`config.mk`:
```
export PLATFORM = sky130hd
export DESIGN_NAME = disk_flipper
export DESIGN_NICKNAME = d
export VERILOG_FILES = /design/src/rtl/othello_pkg.sv /design/src/rtl/disk_flipper_dir_step.sv /design/src/rtl/disk_flipper.sv
export SDC_FILE = /design/constraint.sdc
export NUM_CORES = 1
export LEC_CHECK = 0
export ABC_AREA = 1
export CORE_MARGIN = 4
export CORE_UTILIZATION = 35
export DETAILED_ROUTE_END_ITERATION = 7
export HOLD_SLACK_MARGIN = 0.03
export PLACE_DENSITY = 0.64
export SLEW_MARGIN = 20
export SYNTH_ARGS = -nofsm -noshare
export SYNTH_HDL_FRONTEND = slang
export SYNTH_SLANG_ARGS = --single-unit
```
`constraint.sdc`:
```
create_clock -name clock -period 2.8 [get_ports clock]
set_input_delay 0.42 -clock clock [delete_from_list [all_inputs] [get_ports clock]]
set_output_delay 0.42 -clock clock [all_outputs]
set_load 0.005 [all_outputs]
```
`src/rtl/othello_pkg.sv`:
```
// Shared Othello definitions: side codes, direction deltas, screen geometry
// and the disk_flipper state encoding.
package othello_pkg;

    typedef enum logic [1:0] {
        EMPTY = 2'b00,
        BLACK = 2'b01,
        WHITE = 2'b10
    } side_t;

    typedef enum logic [2:0] {
        S_IDLE     = 3'd0,
        S_NEXT_DIR = 3'd1,
        S_STEP     = 3'd2,
        S_READ     = 3'd3,
        S_CHECK    = 3'd4,
        S_WRITE    = 3'd5,
        S_PLOT     = 3'd6,
        S_FINISH   = 3'd7
    } flip_state_t;

    localparam int DEF_CELL_PX = 14;
    localparam int DEF_X0      = 24;
    localparam int DEF_Y0      = 4;

    // Deltas are 4-bit two's complement; y grows downward (0=N, clockwise to 7=NW).
    function automatic logic [3:0] dir_dx(input logic [2:0] k);
        case (k)
            3'd1, 3'd2, 3'd3: dir_dx = 4'sd1;
            3'd5, 3'd6, 3'd7: dir_dx = -4'sd1;
            default:          dir_dx = 4'sd0;
        endcase
    endfunction

    function automatic logic [3:0] dir_dy(input logic [2:0] k);
        case (k)
            3'd7, 3'd0, 3'd1: dir_dy = -4'sd1;
            3'd3, 3'd4, 3'd5: dir_dy = 4'sd1;
            default:          dir_dy = 4'sd0;
        endcase
    endfunction

    function automatic logic [2:0] lowest_dir(input logic [7:0] m);
        lowest_dir = 3'd0;
        for (int i = 7; i >= 0; i--) begin
            if (m[i]) lowest_dir = 3'(i);
        end
    endfunction

endpackage

```
`src/rtl/disk_flipper_dir_step.sv`:
```
// Combinational cursor advance: one step along direction k, with a flag set
// when the new cell falls off the 8x8 board.
module dir_step
    import othello_pkg::*;
(
    input  logic [2:0] x,
    input  logic [2:0] y,
    input  logic [2:0] k,
    output logic [2:0] nx,
    output logic [2:0] ny,
    output logic       oob
);

    logic [3:0] sum_x;
    logic [3:0] sum_y;

    // Inputs are 0..7 and deltas -1..+1, so bit 3 set means -1 or 8.
    always_comb begin
        sum_x = {1'b0, x} + dir_dx(k);
        sum_y = {1'b0, y} + dir_dy(k);
    end

    assign nx  = sum_x[2:0];
    assign ny  = sum_y[2:0];
    assign oob = sum_x[3] | sum_y[3];

endmodule

```
`src/rtl/disk_flipper.sv`:
```
// Walks each legal direction from a placed disk, rewrites captured opponent
// disks in board RAM and requests one cell redraw per flip.
module disk_flipper
    import othello_pkg::*;
#(
    parameter int CELL_PX = DEF_CELL_PX,
    parameter int X0      = DEF_X0,
    parameter int Y0      = DEF_Y0
) (
    input  logic       clock,
    input  logic       resetn,
    input  logic       start,
    input  logic [2:0] x_in,
    input  logic [2:0] y_in,
    input  logic [1:0] side,
    input  logic [7:0] dir,
    output logic [2:0] rd_x,
    output logic [2:0] rd_y,
    input  logic [1:0] rd_q,
    output logic       wr_en,
    output logic [2:0] wr_x,
    output logic [2:0] wr_y,
    output logic [1:0] wr_data,
    output logic       plot_req,
    output logic [7:0] x_plot,
    output logic [6:0] y_plot,
    output logic [1:0] select,
    input  logic       plot_done,
    output logic       busy,
    output logic       done,
    output logic [4:0] flips,
    output logic [2:0] state
);

    flip_state_t st;
    logic [2:0]  org_x, org_y;
    logic [2:0]  cur_x, cur_y;
    logic [2:0]  dir_k;
    logic [1:0]  mover;
    logic [7:0]  mask;
    logic [2:0]  step_x, step_y;
    logic        step_oob;
    logic [1:0]  opponent;

    assign opponent = {mover[0], mover[1]};
    assign state    = st;

    dir_step u_dir_step (
        .x   (cur_x),
        .y   (cur_y),
        .k   (dir_k),
        .nx  (step_x),
        .ny  (step_y),
        .oob (step_oob)
    );

    always_ff @(posedge clock or negedge resetn) begin
        if (!resetn) begin
            st       <= S_IDLE;
            org_x    <= '0;
            org_y    <= '0;
            cur_x    <= '0;
            cur_y    <= '0;
            dir_k    <= '0;
            mover    <= '0;
            mask     <= '0;
            rd_x     <= '0;
            rd_y     <= '0;
            wr_en    <= 1'b0;
            wr_x     <= '0;
            wr_y     <= '0;
            wr_data  <= '0;
            plot_req <= 1'b0;
            x_plot   <= '0;
            y_plot   <= '0;
            select   <= '0;
            busy     <= 1'b0;
            done     <= 1'b0;
            flips    <= '0;
        end else begin
            wr_en <= 1'b0;
            done  <= 1'b0;
            case (st)
                S_IDLE: begin
                    if (start) begin
                        org_x <= x_in;
                        org_y <= y_in;
                        mover <= side;
                        mask  <= dir;
                        flips <= '0;
                        busy  <= 1'b1;
                        st    <= S_NEXT_DIR;
                    end
                end
                S_NEXT_DIR: begin
                    if (mask == 8'd0) begin
                        done <= 1'b1;
                        st   <= S_FINISH;
                    end else begin
                        dir_k <= lowest_dir(mask);
                        mask  <= mask & (mask - 8'd1);
                        cur_x <= org_x;
                        cur_y <= org_y;
                        st    <= S_STEP;
                    end
                end
                S_STEP: begin
                    if (step_oob) begin
                        st <= S_NEXT_DIR;
                    end else begin
                        cur_x <= step_x;
                        cur_y <= step_y;
                        rd_x  <= step_x;
                        rd_y  <= step_y;
                        st    <= S_READ;
                    end
                end
                S_READ: st <= S_CHECK;
                S_CHECK: begin
                    // Own colour or empty ends the run; only opponents are captured.
                    if (rd_q == opponent) begin
                        wr_en   <= 1'b1;
                        wr_x    <= cur_x;
                        wr_y    <= cur_y;
                        wr_data <= mover;
                        st      <= S_WRITE;
                    end else begin
                        st <= S_NEXT_DIR;
                    end
                end
                S_WRITE: begin
                    flips    <= flips + 5'd1;
                    plot_req <= 1'b1;
                    x_plot   <= 8'(X0 + CELL_PX * int'(cur_x));
                    y_plot   <= 7'(Y0 + CELL_PX * int'(cur_y));
                    select   <= mover;
                    st       <= S_PLOT;
                end
                S_PLOT: begin
                    if (plot_done) begin
                        plot_req <= 1'b0;
                        st       <= S_STEP;
                    end
                end
                S_FINISH: begin
                    busy <= 1'b0;
                    st   <= S_IDLE;
                end
                default: st <= S_IDLE;
            endcase
        end
    end

endmodule

```
==> out/qor.csv <==
metric,value,unit
status,completed,
Root Driver,clkbuf_8,
most frequent cells in the layout,"138 x nand2_1, 66 x dfrtp_1, 61 x clkdlybuf4s50_1",
RSZ-0062 raised after global routing,no,
synth-to-layout area growth,26.06,%
setup_tns,0,ns
Post-route DRC,0,
Final GP Congestion,0.8579,
"non-filler cells, final",641,
first-pass GRT wire length,13780,um
CP Launch Type,register,
minimum clock period,2.349,ns
nets,549,
height of the die,110.8,um
CTS tree,yes,
"Avg Cell Area, Syn",8.528,sq um
Synth top area share,44.62,%
cell count after placement,625,
CP Launch Point,cur_x[0],
global route total overflow,0,
vias in the first global route,2892,
slew of the pin with the lowest slew margin,0.8042,ns
final setup margin,0.4514,ns
largest net degree at the start of global routing,37,
input/output buffers,62,
Register-to-Register Path Depth,7,
Synth Warn #,0,
critical path arrival,2.63,ns
GRT Overall Usage,13.47,%
Setup Buffers After CTS,0,
VDD IR max,0.4456,mV
WL/cell,12.37,um
Final setup viols,0,
reg2reg setup slack,0.45,ns
# clock sinks,66,
vias post-DR,2914,
max_slew headroom,46.39,%
fraction of layout cells with a size suffix above 1,9.703,%
placed inst area,0.004438,sq mm
vias per cell,4.546,
Area contributors post-synth,"dfrtp_1 45%, nand2_1 14%, ha_1 6.4%",
Post-Synthesis Cells,434,
Post-synth top flop,dfrtp_1,
Power Dens Cells,1167,mW/mm^2
first drt pass iteration count,6,
CP endpoint,x_plot[7],
Worst path max stage delay,0.57,ns
final period utilization,83.88,%
dpl hpwl,6113,um
Final Hold Fails,0,
Iter 0 DRT Violations,191,
PostCTS Resize Cnt,0,
"Cell Area, Synth",0.003701,sq mm
H-Tree Depth,3,
Synth cell types,36,
clock buffer depth,2,
CTS hold repair buffers,0,
Post-synth EDFFs,0,
Hold Crit Class,primary input to asynchronous set/reset pin,
I/O pin count,65,
Post-Place Worst Slack,0.4403,ns
Clock Latency Late Sink,0.34,ns
final instance area,0.004666,sq mm
Worst EP required,3.09,ns
Site Rows,37,
CP endpoint kind,register,
worst flop-to-flop path endpoint,x_plot[7],
Total Wirelength,7926,um
Initial Util,35.85,%
"Cell Chain, Critical Path","fa_1, ha_1, inv_1, fa_1, ha_1, nor3_1, a22o_1",
Slew Limit Fails,0,
initial antenna violation count,0,
Die X,110.8,um
max-cap violations,0,
slowest CP cell,fa_1,
Worst Skew,0.01286,ns
Seq cells post-synth,66,
"most common cell after layout, fill and taps aside",nand2_1,
leading area contributor after synthesis,dfrtp_1,
CTS Buf Count,9,
R2R Path Start,cur_x[0],
"Seq/Total Area, Yosys",44.62,%
Core Footprint,0.01032,sq mm
Post-synth ARST share,100.0,%
ANT nets after route,0,
Total Power,0.005446,W
critical path peak fanout,6,
critical setup path kind,register to register,
Leakage Power,2.314,nW
# diodes,0,
clock transition at the registers of the reported paths,0.08,ns
FMAX,425.8,MHz
die area,0.01228,sq mm
-- flip-flops by register name, summed over array words and instances (netlist names), 3 cells and up --
signal and count:
cur_y 3, wr_x 3, flips 5, state 3, mask 8, rd_y 3, wr_y 3, dir_k 3
y_plot 6, org_x 3, x_plot 7, org_y 3, cur_x 3, rd_x 3
-- metrics by stage --
step | utilization, % | hold WS [ns]
2_1_floorplan | - | 0.1244
3_3_place_gp | 42.99 | 0.4674
3_5_place_dp | 42.99 | 0.4693
4_1_cts | 45.19 | 0.1672
5_1_grt | 45.19 | 0.1980
6_report | 45.19 | 0.1612
-- layout make-up --
class,count,area (sq um)
Clock buffer,10,137.6
Clock inverter,6,90.09
Fill cell,1004,5658
Inverter,56,216.5
Multi-Input combinational cell,303,1769
Sequential cell,66,1652
Tap cell,136,170.2
Timing Repair Buffer,64,630.6
-- cells in the mapped netlist, types with 4 or more instances --
master / n
dfrtp_1: 66
ha_1: 19
fa_1: 8
o21ai_0: 43
xnor2_1: 7
nand2_1: 138
inv_2: 4
nor2_1: 14
nand3_2: 6
inv_1: 49
a21oi_1: 8
nand3_1: 26
-- worst max-delay path: cells and delay by family (launching register included) --
family	cells	cell delay [ns]
flops	1	0.47
fa+ha+maj	4	1.43
buf+inv	1	0.06
compound gates	1	0.14
simple gates	1	0.19
-- worst min-delay path by stage --
stage | start | end | slack, ns | cells after the start
3_3_place_gp | wr_y[0] | wr_y[0] | 0.47 | 2
4_1_cts | resetn | flips[1] | 0.17 | 1
6_report | resetn | flips[1] | 0.16 | 1
3_5_place_dp | org_x[1] | org_x[1] | 0.47 | 2
2_1_floorplan | resetn | busy | 0.12 | 0
5_1_grt | resetn | flips[1] | 0.20 | 1
-- where the power goes --
part | leakage (nW) | internal (W) | switching, W
Combinational | 1.36 | 0.00125 | 0.00163
Sequential | 0.840 | 0.00135 | 0.000315
Clock | 0.112 | 0.000527 | 0.000369
-- logic make-up (layout without fill, tap and decap cells) --
kind of cell               Yosys count  count (layout)  synth area share [%]
AOI/OAI and AO/OA                   60              60                 8.790
other                                1               2                0.1013
DFF                                 66              66                 44.62
and+or+nand+nor                    205             205                 25.93
adders and majority gates           27              27                 10.75
buffers and inverters               66             136                 7.674
xor gates and xnor gates             9               9                 2.130
-- per-layer routing --
metal	wire length [um]	part of all wire [%]	up-vias	track usage, %
met1	3683	46	1329	17.13
met2	3694	47	77	22.21
met3	474	6.0	6	4.640
met5	0	0	-	0
li1	-	-	1502	-
met4	74	0.93	0	2.956
Power figures use the tool's default switching activity.
